===== src/rtl/cpu_memory.sv =====
// cpu_memory: memory stage of the mox125 pipeline.
// Takes execute results, performs loads/stores over a 16-bit big-endian
// Wishbone master (32-bit accesses split into two beats) and forwards
// register results to writeback. stall_o holds upstream while a bus
// access is in flight.
//
// Ports:
//   clk_i, rst_i            clock, synchronous active-low reset
//   valid_i, mem_rd_i, mem_wr_i, mem_size_i, memory_address_i, mem_data_i
//                           instruction from execute
//   reg*_result_i, register*_write_index_i, register_we*_i
//                           passthroughs to writeback
//   stall_o                 upstream must hold
//   dmem_*                  Wishbone master (sel bit1 = [15:8])
//   valid_o, load_o, load_data_o, passthrough outputs   to writeback
//   align_fault_o           only with CPU_MEMORY_ALIGN_CHECK_EN defined
//
// Optional feature: define CPU_MEMORY_ALIGN_CHECK_EN to reject misaligned
// short/long accesses instead of silently aligning them.
//
// state | meaning
// IDLE  | no bus access, accepting instructions
// BEAT0 | first (or only) bus beat in flight
// BEAT1 | second beat of a long access in flight
module cpu_memory #(
  parameter int ADDR_W = 32
) (
  input  logic              clk_i,
  input  logic              rst_i,
  input  logic              valid_i,
  input  logic              mem_rd_i,
  input  logic              mem_wr_i,
  input  logic [1:0]        mem_size_i,
  input  logic [ADDR_W-1:0] memory_address_i,
  input  logic [31:0]       mem_data_i,
  input  logic [31:0]       reg0_result_i,
  input  logic [31:0]       reg1_result_i,
  input  logic [3:0]        register0_write_index_i,
  input  logic [3:0]        register1_write_index_i,
  input  logic              register_wea_i,
  input  logic              register_web_i,
  output logic              stall_o,
  output logic [ADDR_W-1:0] dmem_address_o,
  output logic [15:0]       dmem_data_o,
  input  logic [15:0]       dmem_data_i,
  output logic [1:0]        dmem_sel_o,
  output logic              dmem_cyc_o,
  output logic              dmem_stb_o,
  output logic              dmem_we_o,
  input  logic              dmem_ack_i,
`ifdef CPU_MEMORY_ALIGN_CHECK_EN
  output logic              align_fault_o,
`endif
  output logic              valid_o,
  output logic              load_o,
  output logic [31:0]       load_data_o,
  output logic [31:0]       reg0_result_o,
  output logic [31:0]       reg1_result_o,
  output logic [3:0]        register0_write_index_o,
  output logic [3:0]        register1_write_index_o,
  output logic              register_wea_o,
  output logic              register_web_o
);

  typedef enum logic [1:0] {IDLE, BEAT0, BEAT1} state_t;

  state_t state_q, state_d;

  // Instruction latched at acceptance, replayed to writeback on completion
  logic        is_load_q, is_long_q, is_byte_q, byte_odd_q;
  logic [15:0] wdata_lo_q, hi_q;
  logic [31:0] res0_q, res1_q;
  logic [3:0]  idx0_q, idx1_q;
  logic        wea_q, web_q;

  logic              mem_op, is_long_in, is_byte_in, misalign;
  logic [ADDR_W-1:0] beat0_addr;
  logic [1:0]        beat0_sel;
  logic [15:0]       beat0_data;
  logic [31:0]       done_data;

  assign stall_o = (state_q != IDLE);

  always_comb begin
    mem_op     = mem_rd_i | mem_wr_i;
    is_long_in = mem_size_i[1];
    is_byte_in = (mem_size_i == 2'b00);
    misalign   = 1'b0;
`ifdef CPU_MEMORY_ALIGN_CHECK_EN
    misalign   = !is_byte_in && (memory_address_i[0] || (is_long_in && memory_address_i[1]));
`endif
    beat0_addr = is_byte_in ? memory_address_i : {memory_address_i[ADDR_W-1:1], 1'b0};
    beat0_sel  = 2'b11;
    beat0_data = mem_data_i[15:0];
    if (is_byte_in) begin
      // big-endian: even byte address lives on the high lane
      beat0_sel  = memory_address_i[0] ? 2'b01 : 2'b10;
      beat0_data = {mem_data_i[7:0], mem_data_i[7:0]};
    end else if (is_long_in) begin
      beat0_data = mem_data_i[31:16];
    end
    done_data = 32'h0;
    if (is_load_q) begin
      if (is_byte_q)      done_data = {24'h0, byte_odd_q ? dmem_data_i[7:0] : dmem_data_i[15:8]};
      else if (is_long_q) done_data = {hi_q, dmem_data_i};
      else                done_data = {16'h0, dmem_data_i};
    end
  end

  always_comb begin
    state_d = state_q;
    case (state_q)
      IDLE:    if (valid_i && mem_op && !misalign) state_d = BEAT0;
      BEAT0:   if (dmem_ack_i) state_d = is_long_q ? BEAT1 : IDLE;
      BEAT1:   if (dmem_ack_i) state_d = IDLE;
      default: state_d = IDLE;
    endcase
  end

  always_ff @(posedge clk_i) begin
    if (!rst_i) state_q <= IDLE;
    else        state_q <= state_d;
  end

  always_ff @(posedge clk_i) begin
    if (!rst_i) begin
      dmem_address_o <= '0;
      dmem_data_o <= '0;
      dmem_sel_o <= '0;
      dmem_cyc_o <= 1'b0;
      dmem_stb_o <= 1'b0;
      dmem_we_o <= 1'b0;
      valid_o <= 1'b0;
      load_o <= 1'b0;
      load_data_o <= '0;
      reg0_result_o <= '0;
      reg1_result_o <= '0;
      register0_write_index_o <= '0;
      register1_write_index_o <= '0;
      register_wea_o <= 1'b0;
      register_web_o <= 1'b0;
`ifdef CPU_MEMORY_ALIGN_CHECK_EN
      align_fault_o <= 1'b0;
`endif
      is_load_q <= 1'b0;
      is_long_q <= 1'b0;
      is_byte_q <= 1'b0;
      byte_odd_q <= 1'b0;
      wdata_lo_q <= '0;
      hi_q <= '0;
      res0_q <= '0;
      res1_q <= '0;
      idx0_q <= '0;
      idx1_q <= '0;
      wea_q <= 1'b0;
      web_q <= 1'b0;
    end else begin
      valid_o <= 1'b0;
`ifdef CPU_MEMORY_ALIGN_CHECK_EN
      align_fault_o <= 1'b0;
`endif
      case (state_q)
        IDLE: if (valid_i) begin
          if (!mem_op || misalign) begin
            reg0_result_o <= reg0_result_i;
            reg1_result_o <= reg1_result_i;
            register0_write_index_o <= register0_write_index_i;
            register1_write_index_o <= register1_write_index_i;
            register_wea_o <= register_wea_i && !misalign;
            register_web_o <= register_web_i && !misalign;
            valid_o <= 1'b1;
            load_o <= 1'b0;
`ifdef CPU_MEMORY_ALIGN_CHECK_EN
            align_fault_o <= misalign;
`endif
          end else begin
            is_load_q <= mem_rd_i;
            is_long_q <= is_long_in;
            is_byte_q <= is_byte_in;
            byte_odd_q <= memory_address_i[0];
            wdata_lo_q <= mem_data_i[15:0];
            res0_q <= reg0_result_i;
            res1_q <= reg1_result_i;
            idx0_q <= register0_write_index_i;
            idx1_q <= register1_write_index_i;
            wea_q <= register_wea_i;
            web_q <= register_web_i;
            dmem_address_o <= beat0_addr;
            dmem_sel_o <= beat0_sel;
            dmem_data_o <= beat0_data;
            dmem_cyc_o <= 1'b1;
            dmem_stb_o <= 1'b1;
            dmem_we_o <= mem_wr_i && !mem_rd_i;
          end
        end
        BEAT0, BEAT1: if (dmem_ack_i) begin
          if (state_q == BEAT0 && is_long_q) begin
            hi_q <= dmem_data_i;
            dmem_address_o <= dmem_address_o + ADDR_W'(2);
            dmem_data_o <= wdata_lo_q;
          end else begin
            dmem_cyc_o <= 1'b0;
            dmem_stb_o <= 1'b0;
            dmem_we_o <= 1'b0;
            valid_o <= 1'b1;
            load_o <= is_load_q;
            load_data_o <= done_data;
            reg0_result_o <= res0_q;
            reg1_result_o <= res1_q;
            register0_write_index_o <= idx0_q;
            register1_write_index_o <= idx1_q;
            register_wea_o <= wea_q;
            register_web_o <= web_q;
          end
        end
        default: ;
      endcase
    end
  end

endmodule


===== config.mk =====
export PLATFORM = sky130hd
export DESIGN_NAME = cpu_memory
export DESIGN_NICKNAME = d
export VERILOG_FILES = /design/src/rtl/cpu_memory.sv
export SDC_FILE = /design/constraint.sdc
export NUM_CORES = 1
export LEC_CHECK = 0
export ABC_AREA = 0
export BUFFER_PORTS_ARGS = -buffer_cell sky130_fd_sc_hd__buf_2
export CAP_MARGIN = 30
export CORE_MARGIN = 2
export CORE_UTILIZATION = 40
export CTS_CLUSTER_DIAMETER = 80
export DETAILED_ROUTE_END_ITERATION = 10
export GPL_ROUTABILITY_DRIVEN = 0
export PLACE_DENSITY = 0.65
export SLEW_MARGIN = 20
export SYNTH_ARGS = -nofsm -noshare
export SYNTH_HDL_FRONTEND = slang
export SYNTH_SLANG_ARGS = --single-unit

===== constraint.sdc =====
create_clock -name clk_i -period 4.2 [get_ports clk_i]
set_clock_uncertainty 0.1 [all_clocks]
set_input_delay 0.63 -clock clk_i [delete_from_list [all_inputs] [get_ports clk_i]]
set_output_delay 0.63 -clock clk_i [all_outputs]
set_load 0.02 [all_outputs]

# ---- After elaboration in Yosys (flattened, before gate mapping)
# Index checks and enable logic that the tools add are counted.
dict set report classes {
  n_eq_ne 11
  n_div 0
  reduce_logical 16
  n_lt_le_gt_ge 0
  n_addsub 1
  n_shift 0
  n_mul 0
  muxes 72
  bitwise_logic 2
}
# cell count
set op_table {}
lappend op_table {{32-bit two-way mux} 15}
lappend op_table {{32-bit case mux with 2 select lines} 3}
lappend op_table {{16-bit two-way mux} 6}
lappend op_table {{32-bit by 2-bit adder with 32-bit output (second input constant)} 1}
lappend op_table {{4-bit two-way mux} 8}
lappend op_table {{16-bit case mux with 2 select lines} 1}
lappend op_table {{1-bit two-way mux} 23}
lappend op_table {{2-bit inequality test (second input constant)} 9}
lappend op_table {{4-bit case mux with 2 select lines} 2}
lappend op_table {{5-bit AND reduction} 3}
lappend op_table {{2-bit two-way mux} 6}
lappend op_table {{1-bit case mux with 2 select lines} 6}
lappend op_table {{3-bit AND reduction} 4}
lappend op_table {{8-bit two-way mux} 1}
lappend op_table {{2-bit case mux with 3 select lines} 1}
lappend op_table {{2-bit zero test} 2}
lappend op_table {{2-bit nonzero test} 2}
lappend op_table {{1-bit logical AND} 3}
lappend op_table {{2-bit by 1-bit == test with 1-bit output (second input constant)} 1}
lappend op_table {{2-bit == test (second input constant)} 1}
lappend op_table {{2-bit OR reduction} 1}
lappend op_table {{1-bit zero test} 1}
lappend op_table {{1-bit inverter} 1}
lappend op_table {{1-bit OR} 1}
dict set report totals {
  mem_count 0
  ramBits 0
  output_inout_bits 162
  mem_bits_ro 0
  inputBits 162
  latch_bits 0
  register_bits 272
}

# ---- Logic depth before layout (Yosys ltp)
# Gate-level depths: netlist of run 1.
dict set report logic_depth {
  ltp_word 5
  depth_mapped 10
  mapped_depth_nobuf 7
}

# ---- Worst setup path after synthesis of run 1
# Ideal clock, no wire load.
dict set report synth_path {
  kind {flip-flop to flip-flop}
  startpoint {reg dmem_address_o[1]}
  endpoint {reg dmem_address_o[17]}
  n_path_buf 1
  t_arrival_ns 2.060
  period_less_slack_ns 2.252
  slack_ns 1.948
  path_stages_with_launch 8
  path_cell_list {dfxtp_1 ha_1 nand3_2 or2_1 buf_6 or4_4 o31a_1 o32ai_1}
}
dict set report synth_between {
  elab_chain_len 4
}
# element line
set synth_rtl {}
lappend synth_rtl {{from (decl)} 43} ;# output logic [ADDR_W-1:0] dmem_address_o,
lappend synth_rtl {{from (signal assigned)} 188} ;# dmem_address_o <= beat0_addr;
lappend synth_rtl {{from (signal assigned)} 199} ;# dmem_address_o <= dmem_address_o + ADDR_W'(2);
lappend synth_rtl {{32-bit by 2-bit adder with 32-bit output} 199}
lappend synth_rtl {{32-bit two-way mux} 197} ;# if (state_q == BEAT0 && is_long_q) begin
lappend synth_rtl {{32-bit two-way mux} 196} ;# BEAT0, BEAT1: if (dmem_ack_i) begin
lappend synth_rtl {{32-bit case mux with 2 select lines} 162} ;# case (state_q)
# No other way between the ends. The select of a mux whose other input is x is not followed.
# A chain may end at the register's enable or synchronous reset.

# ---- Final worst setup path of run 1
dict set report layout_path {
  startpoint {reg state_q[0]}
  endpoint {reg load_data_o[27]}
}
dict set report layout_between {
  elab_chain_len 4
}
# element line
set layout_rtl {}
lappend layout_rtl {{from (decl)} 67} ;# state_t state_q, state_d;
lappend layout_rtl {{from (signal assigned)} 122} ;# else state_q <= state_d;
lappend layout_rtl {{2-bit by 1-bit == test with 1-bit output} {162, 197}}
lappend layout_rtl {{1-bit logical AND} 197}
lappend layout_rtl {{1-bit inverter (no line)} -}
lappend layout_rtl {{3-bit AND reduction (no line) (*)} -}
lappend layout_rtl {{to (signal assigned)} 207} ;# load_data_o <= done_data;
lappend layout_rtl {{to (decl)} 56} ;# output logic [31:0] load_data_o,
# Every way passes the cells marked *; elsewhere a longest branch is shown, timed or not.

==> summary.md, run 1 <==
| Metric | Value |
|---|---|
| Area Growth Syn to Fin | `26.1%` |
| Fmax | `329 MHz` |
| Initial Utilization | `40.7%` |
| Share of cells above drive strength 1 | `25.1%` |
| Via count | `11100` |
| Syn Std Cell Area | `about 12000 sq um` |
| Core area | `28800 sq um` |
| Status | `complete, no violations` |
| Hold Fails Final Rpt | `0` |
| Final instance area | `14800 sq um` |
| Hold buffers post-CTS | `0` |
| Final TNS setup | `0 ns` |
| Post-Layout Cell Count | `2081` |
| CP startpoint kind | `flop` |
| Leakage | `a little over 6 nW` |
| RSZ-0062 raised after global routing | `false` |
| Max cap viols | `0` |
| Slew HR | `42.7%` |
| Number of synthesis warnings | `0` |
| Mapped Nets | `1575` |
| Period Utilization, post-route | `72.3%` |
| Worst Max-Slew Pin Slew | `0.860 ns` |
| Clock transition at path regs | `0.06 ns` |
| WS Path Type | `reg2reg` |
| Post-Route Utilization | `51.3%` |
| Via-to-Cell Ratio | `~5.3` |
| Number of global-route vias before repair | `10600` |
| Routed wire per std cell | `16.7 microns` |
| GRT Total Usage | `21.8%` |
| Die footprint | `30600 sq um` |
| HP Class | `in2reg` |
| Combinational share of power | `between 10% and 20%` |
| CP Max Fanout | `38` |
| Seq cells post-synth | `approximately 270` |
| Clock Tree Root | `clkbuf_16` |
| Worst Path Required | `between 4 and 5 ns` |
| Initial antenna violation count | `6` |
| Dpl cell area | `13600 sq um` |
| Power share of the clock group | `around 42%` |
| Net Sw Power | `slightly above 2 mW` |
| Detailed Route WL | `34800 microns` |
| Resize count post-CTS | `0` |
| Clock Sinks | `272` |
| DR DRC count | `0` |
| Port Buffers | `323` |
| IR drop worst, VDD | `0.415 mV` |
| CTS tree | `yes` |
| Die width | `175 microns` |
| H-tree Lvls | `1` |
| Slew Limit Fails | `0` |
| Final setup violation count | `0` |
| Reg power frac | `40.8%` |
| Fraction of registers with async set/reset | `0%` |
| Die Height | `175 microns` |
| Final ANT Viol Nets | `0` |
| Worst skew pair latency | `0.55 ns` |
| Inserted Clock Buffers | `30` |
| Minimum clock period | `just over 3 ns` |
| Largest net degree at the start of global routing | `95` |
| Total power | `7.15 mW` |
| Int Pwr | `5.13 mW` |
| Dpl hpwl | `23500 microns` |
| Seq/Total Area, Yosys | `46.5%` |
| Clock Path Buffers | `3` |
| I/O pins | `between 300 and 400` |
| Switching portion of total power | `28.2%` |
| Distinct cells, synth | `just over 60` |
| Crit path DAT | `approximately 3.4 ns` |
| Final #Nets | `1837` |
| Post-CTS setup buffer count | `0` |
| Grt ovf | `0` |
| Most used DFF post-synth | `dfxtp_1` |
| Drt pass-1 iters | `5` |
| Initial DRC count | `707` |
| Post-synth EDFFs | `0` |
| Post-Syn Area per Cell | `about 8.3 sq um` |
| Post-Syn Instances | `between 1000 and 1500` |
| Power Density | `~480 nW/um^2` |
| Cell row count | `62` |
| First-pass GRT wire length | `55100 microns` |
| Inst Count DP | `2019` |
| Crit. End Element | `flop` |
[kinds of logic (layout without fill, tap and decap cells)]
logic type,Yosys count,count (layout),share of synthesized area [%]
buffers and inverters,133,419,4.81
adder cells (fa/ha/maj),5,5,0.534
AO/OA/AOI/OAI,366,366,19.5
AND/OR/NAND/NOR,522,522,19.2
other,0,3,0
flip-flops,272,272,46.5
multiplexers,110,110,9.42
[placed cells by master (no fill, tap or decap), types with 10 or more instances in the layout]
cell type	netlist	final
o211ai_1	10	10
a21oi_1	164	164
nand3_1	28	28
clkbuf_16	0	31
nand4_1	16	16
and2_1	12	11
o21ai_0	41	41
mux2i_1	109	109
inv_1	13	12
a22oi_1	16	16
nor2_1	117	116
nor3_1	11	11
nand2_1	298	298
a211oi_1	77	77
buf_2	27	323
buf_4	6	21
a31oi_1	10	10
dfxtp_1	272	272
[cell type report]
class                           instances  area (sq um)
Antenna cell                            3          7.51
Clock buffer                           37           838
Clock inverter                         19           314
Fill cell                            2775         14000
Inverter                               14          57.6
Multi-Input combinational cell       1003          5730
Sequential cell                       272          5450
Tap cell                              384           480
Timing Repair Buffer                  349          1880
[flip-flops by register name, indices dropped and copies added (netlist names), 2 cells and up]
| name | count |
|---|---|
| wdata_lo_q | 16 |
| hi_q | 16 |
| idx0_q | 4 |
| reg0_result_o | 32 |
| dmem_data_o | 16 |
| load_data_o | 32 |
| dmem_sel_o | 2 |
| res0_q | 32 |
| register0_write_index_o | 4 |
| idx1_q | 4 |
| res1_q | 32 |
| dmem_address_o | 32 |
| reg1_result_o | 32 |
| state_q | 2 |
| register1_write_index_o | 4 |
[synth_stat cells, drive strengths merged, types with 5 or more instances]
cell	number	area, sq um
nand2	298	1120
a31oi	10	62.6
a21oi	164	821
ha	5	62.6
clkbuf	79	297
nand4	18	134
a221oi	5	56.3
mux2i	109	1090
o22ai	5	31.3
dfxtp	272	5450
o211ai	10	75.1
nor3	11	55.1
and2	13	82.6
nor2	117	439
a22oi	16	120
o21ai	42	210
nand3	30	160
nor2b	5	31.3
a211oi	77	578
nor4	8	65.1
buf	40	214
inv	13	48.8
a21boi	5	37.5
[power groups by stage]
stage	sequential, mW	clock (mW)	combinational (mW)
2_1_floorplan	3.11	0	0.638
3_3_place_gp	2.96	0	1.20
3_5_place_dp	2.97	0	1.22
4_1_cts	2.92	3.06	1.22
5_1_grt	2.94	3.17	1.33
6_report	2.92	3.01	1.22
[worst max-delay path, stage by stage, from the launching register on]
cell and delay (ns):
dfxtp_1 0.39, inv_1 0.11, ha_4 0.41, buf_4 0.57, nand2_1 0.15, a21oi_1 0.16
buf_4 0.21, and3_1 0.60, a22oi_1 0.14, nor2_1 0.13
[per-stage QoR]
step                      hold slack [ns]  setup slack (ns)
after detailed placement            0.342              1.04
after global routing                0.214             0.896
final                               0.229              1.16
after CTS                           0.206              1.18
after global placement              0.341              1.09
after floorplan                     0.336              1.95
[final timing paths]
kind,startpoint,to,slack (ns),cells past startpoint
setup / recovery,state_q[0]$_SDFFE_PN0P_,load_data_o[27]$_SDFFE_PN0P_,1.16,9
hold / removal,reg1_result_i[4],res1_q[4]$_SDFFE_PN0P_,0.23,3
hold reg to reg,load_data_o[11]$_SDFFE_PN0P_,load_data_o[11]$_SDFFE_PN0P_,0.35,2
setup reg to reg,state_q[0]$_SDFFE_PN0P_,load_data_o[27]$_SDFFE_PN0P_,1.16,9
[routing by layer]
| metal | routed length, microns | part of all wire (%) | global-route usage [%] | vias up |
|---|---|---|---|---|
| met5 | 28 | 0.080 | 0 | - |
| met4 | 738 | 2.1 | 5.07 | 4 |
| met3 | 3430 | 9.9 | 7.57 | 59 |
| met2 | 15700 | 45 | 34.8 | 380 |
| met1 | 14900 | 43 | 28.3 | 5212 |
| li1 | - | - | - | 5466 |
(Power assumes the default switching activity.)
==> run 2, diff against run 1 <==
==> constraint.sdc (replaced) <==
create_clock -name clk_i -period 2.9 [get_ports clk_i]
set_clock_uncertainty 0.1 [all_clocks]
set_input_delay 0.435 -clock clk_i [delete_from_list [all_inputs] [get_ports clk_i]]
set_output_delay 0.435 -clock clk_i [all_outputs]
set_load 0.02 [all_outputs]
==> summary.md, run 2 (same netlist as run 1, synthesis figures left out) <==
| Metric | Value |
|---|---|
| Initial Utilization | `40.7% (unchanged)` |
| Post-CTS setup buffer count | `0 (unchanged)` |
| Core area | `28800 sq um (unchanged)` |
| Via-to-Cell Ratio | `5.30 (-0.82%)` |
| CP startpoint kind | `flop` |
| Crit. End Element | `flop` |
| Inserted Clock Buffers | `29 (-3.3%)` |
| Fmax | `399 MHz (+21%)` |
| CTS tree | `yes` |
| Worst path cell trace | `inv_1 > ha_1 > or2_1 > a221oi_2 > buf_4 > nand2_1 > buf_4 > nor4b_1 > o31a_1` |
| Most common cell after layout, fill and taps aside | `buf_2` |
| HP Class | `in2reg` |
| Final ANT Viol Nets | `0 (unchanged)` |
| Hold path start | `reg0_result_i[2]` |
| Initial DRC count | `835 (+18%)` |
| Worst Max-Slew Pin Slew | `0.706 ns (-0.154 ns)` |
| Hold Fails Final Rpt | `0 (unchanged)` |
| Hold buffers post-CTS | `0 (unchanged)` |
| Dpl cell area | `13600 sq um (+0.68%)` |
| CP max-delay cell | `dfxtp_1` |
| Area Growth Syn to Fin | `24.7%` |
| Detailed Route WL | `34600 microns (-0.67%)` |
| Worst skew pair latency | `0.55 ns (about the same)` |
| Status | `complete, no violations` |
| Die Height | `175 microns (unchanged)` |
| Commonest cells after routing, fill and taps aside | `buf_2, nand2_1, dfxtp_1` |
| Die width | `175 microns (unchanged)` |
| Grt ovf | `0 (unchanged)` |
| Via count | `11000 (-1.0%)` |
| Number of global-route vias before repair | `10400 (-1.7%)` |
| Clock transition at path regs | `0.06 ns (about the same)` |
| CP peak stage delay | `0.38 ns (-0.22 ns)` |
| RSZ-0062 raised after global routing | `false` |
| First-pass GRT wire length | `54800 microns (-0.50%)` |
| Reg-to-Reg Start | `state_q[1]$_SDFFE_PN0P_` |
| Slew HR | `52.9% (+10 points)` |
| Clock Path Buffers | `3 (unchanged)` |
| H-tree Lvls | `1 (unchanged)` |
| Period Utilization, post-route | `86.4% (+14 points)` |
| Initial antenna violation count | `5 (-1)` |
| Minimum clock period | `2.51 ns (-0.531 ns)` |
| Final TNS setup | `0 ns (unchanged)` |
| I/O pins | `324 (unchanged)` |
| Dpl hpwl | `23300 microns (-0.98%)` |
| Resize count post-CTS | `0 (unchanged)` |
| Final instance area | `14600 sq um (-1.1%)` |
| Port Buffers | `323 (unchanged)` |
| Worst Path Required | `3.29 ns (-1.29 ns)` |
| Leakage | `6.06 nW (-1.4%)` |
| Final setup violation count | `0 (unchanged)` |
| GRT Total Usage | `21.7% (-0.043 points)` |
| Clock Tree Root | `clkbuf_16` |
| DR DRC count | `0 (unchanged)` |
| Die footprint | `30600 sq um (unchanged)` |
| Clock Sinks | `272 (unchanged)` |
| Final #Nets | `1837 (unchanged)` |
| Crit path DAT | `2.90 ns (-0.52 ns)` |
| Max cap viols | `0 (unchanged)` |
| Drt pass-1 iters | `5 (unchanged)` |
| Cell row count | `62 (unchanged)` |
| Power Density | `661 nW/um^2 (+36%)` |
| CP Max Fanout | `18 (-53%)` |
| Slew Limit Fails | `0 (unchanged)` |
| Share of cells above drive strength 1 | `24.5% (-0.61 points)` |
| Routed wire per std cell | `16.6 microns (-0.48%)` |
| Largest net degree at the start of global routing | `98 (+3.2%)` |
| Crit path from | `state_q[1]$_SDFFE_PN0P_` |
| Total power | `9.64 mW (+35%)` |
| CP most frequent cell | `buf_4` |
| WS Path Type | `reg2reg` |
| IR drop worst, VDD | `0.557 mV (+34%)` |
[run 2: changes by cell type in the layout (fill, tap and decap cells not counted), sizes merged, moves of 2 or more]
cell / delta
clkbuf: +12
bufinv: -7
clkinv: -5
clkinvlp: -2
inv: -2
[run 2: worst paths after layout]
| path | end | cells past startpoint | slack, ns |
|---|---|---|---|
| hold / removal | res0_q[2]$_SDFFE_PN0P_ | 3 | 0.04 |
| setup reg to reg | dmem_address_o[19]$_SDFFE_PN0P_ | 9 | 0.39 |
| setup / recovery | dmem_address_o[19]$_SDFFE_PN0P_ | 9 | 0.39 |
| hold reg to reg | load_data_o[12]$_SDFFE_PN0P_ | 2 | 0.35 |
[run 2: power breakdown]
part	internal, mW	leakage [nW]	switching, mW	total [mW]
logic	0.652	3.37	1.12	1.78
registers	4.02	2.22	0.201	4.22
clock network	2.18	0.463	1.47	3.65
total	6.85	6.06	2.79	9.64
[run 2: layout make-up]
| type | count | area (sq um) |
|---|---|---|
| antenna | 2 | 5.00 |
| clock buffer | 49 | 901 |
| clock inverter | 3 | 40.0 |
| fill | 2816 | 14200 |
| inverter | 14 | 57.6 |
| multi-input combinational | 1003 | 5730 |
| sequential | 272 | 5450 |
| tap | 384 | 480 |
| timing repair buffer | 350 | 1930 |
[run 2: worst max-delay path: cells and delay by family, from the launching register on]
kind | cells | cell delay [ns]
AO/OA/AOI/OAI | 2 | 0.44
flip-flops | 1 | 0.38
AND/OR/NAND/NOR | 3 | 0.72
adder cells (fa/ha/maj) | 1 | 0.24
buffers and inverters | 3 | 0.59
[run 2: routing by layer]
metal / GRT usage [%] / wire length, microns / vias up
met5: 0 / 36 / -
met1: 27.9 / 14900 / 5104
met3: 8.05 / 3650 / 57
li1: - / - / 5470
met2: 34.7 / 15300 / 372
met4: 5.14 / 666 / 6
[run 2: metrics by stage]
stage	hold WS, ns	utilization (%)	worst slack (ns)	std cells
2_1_floorplan	0.336	-	0.648	1408
3_3_place_gp	0.337	47.4	0.503	2023
3_5_place_dp	0.342	47.4	0.435	2023
4_1_cts	0.0136	50.7	0.412	2075
5_1_grt	0.0198	50.7	0.247	2076
6_report	0.0351	50.7	0.394	2077
